===== src/rtl/bp_initiator.sv =====
// Bus-protocol initiator: queues commands, issues them one at a time on bp_*, holds each response until it is consumed.
// Latency: push at edge N -> bus request after N+1 -> response after N+2 when there is no stall.
// Backpressure: cmd_ready drops when the queue is full; bp_request_stall holds the bus request; rsp_ready=0 holds the response.
// Optional: BP_TIMEOUT_EN abandons a transfer after TIMEOUT_CYCLES consecutive stall cycles.
module bp_initiator #(
    parameter int CMD_DEPTH      = 4,
    parameter int TIMEOUT_CYCLES = 255
) (
    input  logic        clk,
    input  logic        nReset,
    input  logic        cmd_valid,
    output logic        cmd_ready,
    input  logic        cmd_write,
    input  logic [31:0] cmd_addr,
    input  logic [31:0] cmd_wdata,
    input  logic [3:0]  cmd_strobe,
    output logic        rsp_valid,
    input  logic        rsp_ready,
    output logic [31:0] rsp_rdata,
    output logic        rsp_error,
    output logic        rsp_timeout,
    output logic [31:0] bp_addr,
    output logic [31:0] bp_wdata,
    output logic [3:0]  bp_strobe,
    output logic        bp_wen,
    output logic        bp_ren,
    input  logic [31:0] bp_rdata,
    input  logic        bp_error,
    input  logic        bp_request_stall
);

    localparam int PW = $clog2(CMD_DEPTH);

    if ((CMD_DEPTH < 2) || ((CMD_DEPTH & (CMD_DEPTH - 1)) != 0)) begin : g_bad_depth
        $error("CMD_DEPTH must be a power of two and at least 2");
    end
    if (TIMEOUT_CYCLES < 1) begin : g_bad_timeout
        $error("TIMEOUT_CYCLES must be at least 1");
    end

    typedef struct packed {
        logic        write;
        logic [31:0] addr;
        logic [31:0] wdata;
        logic [3:0]  strobe;
    } cmd_t;

    typedef enum logic [1:0] {
        IDLE = 2'd0,
        REQ  = 2'd1,
        RESP = 2'd2
    } state_t;

    // Command queue: pointers carry one extra bit to tell full from empty.
    cmd_t          mem_q [CMD_DEPTH];
    logic [PW:0]   wr_ptr_q, wr_ptr_d;
    logic [PW:0]   rd_ptr_q, rd_ptr_d;
    logic          q_full, q_empty;
    logic          push, pop;
    cmd_t          cmd_in, head;

    assign q_empty   = (wr_ptr_q == rd_ptr_q);
    assign q_full    = (wr_ptr_q[PW] != rd_ptr_q[PW]) &&
                       (wr_ptr_q[PW-1:0] == rd_ptr_q[PW-1:0]);
    assign cmd_ready = ~q_full;
    assign push      = cmd_valid & ~q_full;
    assign cmd_in    = '{write: cmd_write, addr: cmd_addr, wdata: cmd_wdata, strobe: cmd_strobe};
    assign head      = mem_q[rd_ptr_q[PW-1:0]];
    assign wr_ptr_d  = push ? wr_ptr_q + 1'b1 : wr_ptr_q;
    assign rd_ptr_d  = pop  ? rd_ptr_q + 1'b1 : rd_ptr_q;

    always_ff @(posedge clk) begin
        if (push) begin
            mem_q[wr_ptr_q[PW-1:0]] <= cmd_in;
        end
    end

    always_ff @(posedge clk or negedge nReset) begin
        if (!nReset) begin
            wr_ptr_q <= '0;
            rd_ptr_q <= '0;
        end else begin
            wr_ptr_q <= wr_ptr_d;
            rd_ptr_q <= rd_ptr_d;
        end
    end

    // Transfer FSM and registered bus / response outputs.
    state_t        state_q, state_d;
    logic [31:0]   bp_addr_q, bp_addr_d;
    logic [31:0]   bp_wdata_q, bp_wdata_d;
    logic [3:0]    bp_strobe_q, bp_strobe_d;
    logic          bp_wen_q, bp_wen_d;
    logic          bp_ren_q, bp_ren_d;
    logic          rsp_valid_q, rsp_valid_d;
    logic [31:0]   rsp_rdata_q, rsp_rdata_d;
    logic          rsp_error_q, rsp_error_d;
`ifdef BP_TIMEOUT_EN
    localparam int CW = $clog2(TIMEOUT_CYCLES + 1);
    logic [CW-1:0] stall_cnt_q, stall_cnt_d;
    logic          rsp_timeout_q, rsp_timeout_d;
`endif

    always_comb begin
        state_d     = state_q;
        bp_addr_d   = bp_addr_q;
        bp_wdata_d  = bp_wdata_q;
        bp_strobe_d = bp_strobe_q;
        bp_wen_d    = bp_wen_q;
        bp_ren_d    = bp_ren_q;
        rsp_valid_d = rsp_valid_q;
        rsp_rdata_d = rsp_rdata_q;
        rsp_error_d = rsp_error_q;
        pop         = 1'b0;
`ifdef BP_TIMEOUT_EN
        stall_cnt_d   = stall_cnt_q;
        rsp_timeout_d = rsp_timeout_q;
`endif
        case (state_q)
            IDLE: begin
                if (!q_empty) begin
                    pop         = 1'b1;
                    bp_addr_d   = head.addr;
                    bp_wdata_d  = head.wdata;
                    bp_strobe_d = head.strobe;
                    bp_wen_d    = head.write;
                    bp_ren_d    = ~head.write;
                    state_d     = REQ;
`ifdef BP_TIMEOUT_EN
                    stall_cnt_d = '0;
`endif
                end
            end
            REQ: begin
                if (!bp_request_stall) begin
                    bp_wen_d    = 1'b0;
                    bp_ren_d    = 1'b0;
                    rsp_valid_d = 1'b1;
                    rsp_rdata_d = bp_ren_q ? bp_rdata : 32'd0;
                    rsp_error_d = bp_error;
                    state_d     = RESP;
`ifdef BP_TIMEOUT_EN
                    rsp_timeout_d = 1'b0;
                end else if (stall_cnt_q == CW'(TIMEOUT_CYCLES - 1)) begin
                    // This edge is the TIMEOUT_CYCLES-th consecutive stall: give up.
                    bp_wen_d      = 1'b0;
                    bp_ren_d      = 1'b0;
                    rsp_valid_d   = 1'b1;
                    rsp_rdata_d   = 32'd0;
                    rsp_error_d   = 1'b1;
                    rsp_timeout_d = 1'b1;
                    state_d       = RESP;
                end else begin
                    stall_cnt_d = stall_cnt_q + 1'b1;
`endif
                end
            end
            RESP: begin
                if (rsp_ready) begin
                    rsp_valid_d = 1'b0;
                    rsp_rdata_d = 32'd0;
                    rsp_error_d = 1'b0;
                    state_d     = IDLE;
`ifdef BP_TIMEOUT_EN
                    rsp_timeout_d = 1'b0;
`endif
                end
            end
            default: begin
                state_d  = IDLE;
                bp_wen_d = 1'b0;
                bp_ren_d = 1'b0;
            end
        endcase
    end

    always_ff @(posedge clk or negedge nReset) begin
        if (!nReset) begin
            state_q     <= IDLE;
            bp_addr_q   <= '0;
            bp_wdata_q  <= '0;
            bp_strobe_q <= '0;
            bp_wen_q    <= 1'b0;
            bp_ren_q    <= 1'b0;
            rsp_valid_q <= 1'b0;
            rsp_rdata_q <= '0;
            rsp_error_q <= 1'b0;
        end else begin
            state_q     <= state_d;
            bp_addr_q   <= bp_addr_d;
            bp_wdata_q  <= bp_wdata_d;
            bp_strobe_q <= bp_strobe_d;
            bp_wen_q    <= bp_wen_d;
            bp_ren_q    <= bp_ren_d;
            rsp_valid_q <= rsp_valid_d;
            rsp_rdata_q <= rsp_rdata_d;
            rsp_error_q <= rsp_error_d;
        end
    end

`ifdef BP_TIMEOUT_EN
    always_ff @(posedge clk or negedge nReset) begin
        if (!nReset) begin
            stall_cnt_q   <= '0;
            rsp_timeout_q <= 1'b0;
        end else begin
            stall_cnt_q   <= stall_cnt_d;
            rsp_timeout_q <= rsp_timeout_d;
        end
    end
    assign rsp_timeout = rsp_timeout_q;
`else
    assign rsp_timeout = 1'b0;
`endif

    assign bp_addr   = bp_addr_q;
    assign bp_wdata  = bp_wdata_q;
    assign bp_strobe = bp_strobe_q;
    assign bp_wen    = bp_wen_q;
    assign bp_ren    = bp_ren_q;
    assign rsp_valid = rsp_valid_q;
    assign rsp_rdata = rsp_rdata_q;
    assign rsp_error = rsp_error_q;

endmodule


===== config.mk =====
export PLATFORM = sky130hd
export DESIGN_NAME = bp_initiator
export DESIGN_NICKNAME = d
export VERILOG_FILES = /design/src/rtl/bp_initiator.sv
export SDC_FILE = /design/constraint.sdc
export NUM_CORES = 1
export LEC_CHECK = 0
export ABC_AREA = 1
export ABC_CLOCK_PERIOD_IN_PS = 4900
export CORE_MARGIN = 2
export CORE_UTILIZATION = 26
export CTS_BUF_LIST = sky130_fd_sc_hd__clkbuf_2
export DETAILED_ROUTE_END_ITERATION = 12
export HOLD_SLACK_MARGIN = 0.06
export SLEW_MARGIN = 20
export SYNTH_ARGS = -nofsm -noshare
export SYNTH_HDL_FRONTEND = slang
export SYNTH_SLANG_ARGS = --single-unit

===== constraint.sdc =====
create_clock -name clk -period 4.9 [get_ports clk]
set_clock_uncertainty 0.2 [all_clocks]
set_input_delay 0.735 -clock clk [delete_from_list [all_inputs] [get_ports clk]]
set_output_delay 0.735 -clock clk [all_outputs]
set_load 0.05 [all_outputs]

==> out/metrics.csv, run 1 <==
metric;value;unit
path_buf_inv;1;
fmax;238;MHz
wl_per_cell;16.0;um
grt_start_max_net_pins;104;
yosysTopAreaCell;edfxtp_1;
setup_ws;698;ps
antenna_found_initial;4;
worstMarginPinSlew;1070;ps
synthFlopType;edfxtp_1;
cts_setup_buffers;0;
netlist_instances;1265;
layout_min_cycle_time;4200;ps
syn_to_final_growth;33.5;%
worstReg2RegStart;rd_ptr_q[0]$_DFFE_PN0P_;
grt_pass1_wl;61300;um
crit_fanout;63;
met1_usage;16.7;%
ant_nets;0;
synth_top_area_share;55.3;%
synth_area_leaders;edfxtp_1, dfrtp_1, o21ai_0, nor2_1, nand2_1;
htree_levels;3;
drt_iter0_drc;512;
met3_usage;3.33;%
busiest_layer;met2;
cts_tree;done;
slowest_delay;850;ps
vias;10800;
syn_nets;1377;
synth_cell_types;22;
fin_util;34.9;%
initial_core_util;26.1;%
cp_data_required_time;3960;ps
crit_path_start_kind;register;
insertion_delay;1030;ps
async_reset_ff_share;28.9;%
clockBufferDepth;3;
setup_violations;0;
track_usage;13.3;%
yosysSeqAreaShare;74.0;%
cap_violations;0;
row_count;88;
grt_pass1_vias;11100;
cts_resized;0;
cts.sinks;388;
crit_path_top_delay_cell;dfrtp_4;
slew_headroom;28.6;%
port_buffers;211;
power_leakage;0.00780;uW
worst-r2r-cell-count;7;
path_class;reg2out;
ctsRootBufferMaster;clkbuf_2;
endpoint;cmd_ready;
r2r-end;bp_addr[14]$_DFFE_PN0P_;
cts_buffers;103;
dieArea;0.0596;sq mm
ys_warn_count;0;
status;completed;
grt_setup_unrepaired;no;
die_h;244;um
die_w;244;um
core_area;0.0574;sq mm
fillers;5718;
drv_slew;0;
hold_viol;0;
synth.most_common_cell;edfxtp_1;
r2r_slack;1890;ps
post-dp-hpwl;19800;um
first_pass_iters;6;
synth.top_cells.by_count;edfxtp_1, nor2_1, o21ai_0;
dp_worst_setup_slack;1750;ps
drcViolationCount;0;
cp.arrival;3270;ps
worst-path-stages;3;
path_clk_slew;90;ps
vias_per_cell;4.35;
grt_overflow;0;
crit_start;rd_ptr_q[1]$_DFFE_PN0P_;
avgSynthCellArea;11.9;sq um
synth_edf_count;276;
ios;213;
peakVddDrop;0.408;mV
syn_area;0.0150;sq mm
path_cells;xnor2_1, nand3b_1, clkdlybuf4s50_1;
finalCritPeriodShare;85.8;%
drive_gt1_share;11.6;%
globalRouteMet2Util;21.9;%
path_delay_family;flip-flops;
gp_congestion;0.757;
finalWirelength;39700;um
crit_path_end_kind;primary output;
worstHoldPathType;reg2reg;
final_nets;1738;
p_per_area;642;mW/mm^2
ys_ff_latch;388;
-- kinds of logic after synthesis --
logic type	after synthesis	share of synthesized area, %
AO/OA/AOI/OAI	240	8.01
XOR/XNOR	3	0.175
adder cells (fa/ha/maj)	5	0.417
buffers and inverters	128	3.75
flip-flops	388	74.0
other	1	0.0250
AND/OR/NAND/NOR	500	13.7
-- report_power, final --
part           leakage, uW  switching (uW)  internal [uW]
registers          0.00395             482           4500
clock network     0.000757            1320            973
logic              0.00309            3900           1680
-- worst min path at each step --
stage | cells past startpoint | slack [ps] | end | start
after floorplan | 0 | 240 | bp_addr[0]$_DFFE_PN0P_ | nReset
final | 2 | 280 | bp_addr[1]$_DFFE_PN0P_ | bp_addr[1]$_DFFE_PN0P_
after CTS | 2 | 290 | bp_strobe[1]$_DFFE_PN0P_ | bp_strobe[1]$_DFFE_PN0P_
after global placement | 2 | 260 | rsp_valid$_DFFE_PN0P_ | rsp_valid$_DFFE_PN0P_
after detailed placement | 2 | 260 | bp_strobe[1]$_DFFE_PN0P_ | bp_strobe[1]$_DFFE_PN0P_
after global routing | 2 | 310 | bp_wdata[4]$_DFFE_PN0P_ | bp_wdata[4]$_DFFE_PN0P_
-- layer usage --
metal	share of wire [%]	vias up	routed length [um]
li1	-	5160	-
met1	44	5260	17600
met2	48	291	18900
met3	6.3	51	2500
met4	1.6	4	650
met5	0.068	-	27
-- worst register-to-register path: cells and delay by family (launching register included) --
family          cells  cell delay, ps
simple gates        2             180
compound gates      2             390
flops               1             680
buf+inv             3            1460
-- metrics by stage --
step	hold slack [ps]	instances	area, sq um	setup TNS, ps	total power, uW
5_1_grt	310	2477	20000	0	13800
3_5_place_dp	264	2176	17900	0	10600
4_1_cts	289	2474	20000	0	13100
6_report	284	2477	20000	0	12900
2_1_floorplan	239	1265	15000	-82650	8700
3_3_place_gp	262	2175	17900	0	10500
-- flip-flops by register name, summed over array words and instances, names as in the netlist --
register   cells
mem_q        276
bp_addr       32
bp_wdata      32
rsp_rdata     32
bp_strobe      4
rd_ptr_q       3
wr_ptr_q       3
state_q        2
bp_ren         1
bp_wen         1
rsp_error      1
rsp_valid      1
-- layout make-up --
type | instances | area, sq um | share of cell area, %
Tap cell | 765 | 957 | 4.78
Antenna cell | 2 | 5.00 | 0.0250
Clock buffer | 161 | 806 | 4.03
Inverter | 49 | 186 | 0.931
Sequential cell | 388 | 11100 | 55.4
Clock inverter | 28 | 166 | 0.831
Multi-Input combinational cell | 749 | 3390 | 17.0
Timing Repair Buffer | 335 | 3400 | 17.0
-- cells in the final DEF, fill, tap and decap left out --
master / count
dlygate4sd3_1: 108
nand4_1: 3
dfrtp_4: 2
clkdlybuf4s50_1: 210
diode_2: 2
nand2_8: 1
inv_1: 48
inv_4: 1
nand3_4: 1
ha_1: 5
dfrtp_1: 110
o21ai_0: 205
buf_6: 3
buf_4: 8
nor2_4: 5
nand3b_1: 1
xnor2_1: 2
clkinv_2: 7
edfxtp_1: 276
xor2_1: 1
inv_2: 1
buf_16: 1
o21ai_1: 35
nand3_1: 114
nand2_2: 1
clkinv_1: 18
clkbuf_2: 161
conb_1: 1
nand2_1: 170
bufinv_16: 2
buf_12: 5
nor2_1: 204
-- timing repair --
action                                  in CTS  in global routing
endpoints found under the setup margin       0                  0
hold buffers                               109                  0
hold endpoints to repair                   384                  0
(Power assumes the default switching activity.)
==> run 2, diff against run 1 <==
--- a/config.mk
+++ b/config.mk
@@ -8,10 +8,12 @@
 export ABC_AREA = 1
 export ABC_CLOCK_PERIOD_IN_PS = 4900
 export CORE_MARGIN = 2
-export CORE_UTILIZATION = 26
+export CORE_UTILIZATION = 43
 export CTS_BUF_LIST = sky130_fd_sc_hd__clkbuf_2
 export DETAILED_ROUTE_END_ITERATION = 12
 export HOLD_SLACK_MARGIN = 0.06
+export PLACE_DENSITY = 0.68
+export SKIP_LAST_GASP = 1
 export SLEW_MARGIN = 20
 export SYNTH_ARGS = -nofsm -noshare
 export SYNTH_HDL_FRONTEND = slang
==> run 2 against run 1 <==
Compared with the run above:
- design area shrank 8.1%
- combinational power shrank 4.8%
- count of clock-buffer cells in the layout shrank 24
- flip-flop and latch count is the same
- final cell count shrank 18%
- sequential share of layout area grew 4.9 points
- worst hold slack lost 100 ps
- first-iteration DRC count grew 52%
- clock power shrank 9.2%
- routed wire length shrank 14%
- fmax shrank 1.4%
==> out/metrics.csv, run 2 (synthesized netlist as in run 1, its figures left out) <==
metric;value;unit;change
p_total;12400;uW;-3.8%
r2r-end;mem_q[1][68]$_DFFE_PP_;;
holdBufCountCts;1;;-99%
core_area;0.0345;sq mm;-40%
path_class;reg2out;;
crit_path_end_kind;primary output;;
die_h;191;um;-22%
syn_to_final_growth;22.6;%;
die_w;191;um;-22%
insertion_delay;890;ps;-140 ps
worstReg2RegStart;rd_ptr_q[0]$_DFFE_PN0P_;;
row_count;68;;-23%
finalWirelength;34100;um;-14%
ios;213;;unchanged
status;completed;;
crit_path_start_kind;register;;
final_common_cell;edfxtp_1;;
wl_per_cell;16.7;um;+4.1%
first_pass_iters;5;;-1
wl_met3;2550;um;+1.7%
setup_ws;640;ps;-57.6 ps
vias_per_cell;5.01;;+15%
cts.sinks;388;;unchanged
fin_util;53.4;%;+18 points
power_leakage;0.00721;uW;-7.6%
crit_start;rd_ptr_q[0]$_DFFE_PN0P_;;
largest_reg_flops;276;;unchanged
r2r_slack;1290;ps;-600 ps
worstHoldPathType;in2async;;
peakVddDrop;0.547;mV;+34%
vias;10200;;-5.0%
endpoint;cmd_ready;;
met1_length;15100;um;-14%
finalCritPeriodShare;86.9;%;+1.2 points
cap_violations;0;;unchanged
fmax;235;MHz;-1.4%
drcViolationCount;0;;unchanged
crit_fanout;57;;-9.5%
dieArea;0.0364;sq mm;-39%
drv_slew;0;;unchanged
grt_pass1_vias;10400;;-6.6%
slew_headroom;37.4;%;+8.7 points
cts_setup_buffers;0;;unchanged
cts_buffers;93;;-9.7%
post-dp-hpwl;19600;um;-0.79%
dp.cells;1863;;-14%
final_nets;1617;;-7.0%
antenna_found_initial;3;;-1
worstMarginPinSlew;939;ps;-131 ps
worst-r2r-cell-count;7;;unchanged
cp.arrival;3320;ps;+50 ps
cts_resized;0;;unchanged
initial_core_util;43.5;%;+17 points
hold_viol;0;;unchanged
dp_worst_setup_slack;1260;ps;-489 ps
layout_min_cycle_time;4260;ps;+57.6 ps
instances_no_fill;2043;;-18%
drive_gt1_share;10.8;%;-0.85 points
final_cell_mix;edfxtp_1, clkdlybuf4s50_1, o21ai_0;;
grt_start_max_net_pins;94;;-9.6%
path_clk_slew;120;ps;+30 ps
port_buffers;211;;unchanged
clockBufferDepth;3;;unchanged
p_per_area;672;mW/mm^2;+4.7%
setup_violations;0;;unchanged
grt_setup_unrepaired;no;;
gp_congestion;0.771;;+1.9%
cts_tree;done;;
track_usage;18.9;%;+5.6 points
ant_nets;0;;unchanged
cp_data_required_time;3960;ps;about the same
grt_pass1_wl;54300;um;-11%
ctsRootBufferMaster;clkbuf_2;;
htree_levels;3;;unchanged
highest_layer;met4;;
wl_met2;15700;um;-17%
drt_iter0_drc;777;;+52%
grt_overflow;0;;unchanged
run 2: changes by cell type in the layout (fill, tap and decap cells not counted), sizes merged:
cell,delta
clkinv,+8
clkinvlp,+3
bufinv,-1
diode,+1
clkbuf,-24
dlygate4sd3,-107
buf,-4
run 2: power breakdown:
part | internal, uW | total (uW) | leakage [uW] | switching [uW]
combinational | 1580 | 5310 | 0.00261 | 3730
clock | 815 | 2080 | 0.000647 | 1260
sequential | 4500 | 4970 | 0.00395 | 478
total | 6890 | 12400 | 0.00721 | 5470
run 2: worst min-delay path by stage:
stage	depth (start not counted)	to	slack, ps
after global routing	3	rsp_rdata[22]$_DFFE_PN0P_	110
after floorplan	0	bp_addr[0]$_DFFE_PN0P_	240
after global placement	2	rsp_valid$_DFFE_PN0P_	250
after detailed placement	2	rsp_valid$_DFFE_PN0P_	260
final	2	bp_wdata[23]$_DFFE_PN0P_	180
after CTS	2	bp_wdata[23]$_DFFE_PN0P_	110
run 2: cell type report:
cell class | instances | area [sq um]
Inverter | 49 | 186
Timing Repair Buffer | 224 | 2250
Fill cell | 3005 | 16100
Sequential cell | 388 | 11100
Multi-Input combinational cell | 749 | 3400
Tap cell | 455 | 569
Clock buffer | 137 | 686
Clock inverter | 38 | 193
Antenna cell | 3 | 7.51
run 2: metrics by stage:
step / cell area, sq um / TNS, ps / hold slack, ps
after CTS: 18400 / 0 / 107
after global placement: 17500 / 0 / 254
after global routing: 18400 / 0 / 106
after floorplan: 15000 / -82650 / 239
final: 18400 / 0 / 183
after detailed placement: 17500 / 0 / 258
run 2: critical path, cell delays in order (launching register included):
cell	delay (ps)
dfrtp_4	800
inv_4	350
nand2_1	160
nand2_2	80
nand3b_1	200
clkdlybuf4s50_1	890
run 2: routing by layer:
| layer | track usage, % | vias to the layer above |
|---|---|---|
| met2 | 29.5 | 344 |
| met3 | 5.30 | 53 |
| met5 | 0 | - |
| li1 | - | 4922 |
| met1 | 25.6 | 4913 |
| met4 | 6.11 | 0 |
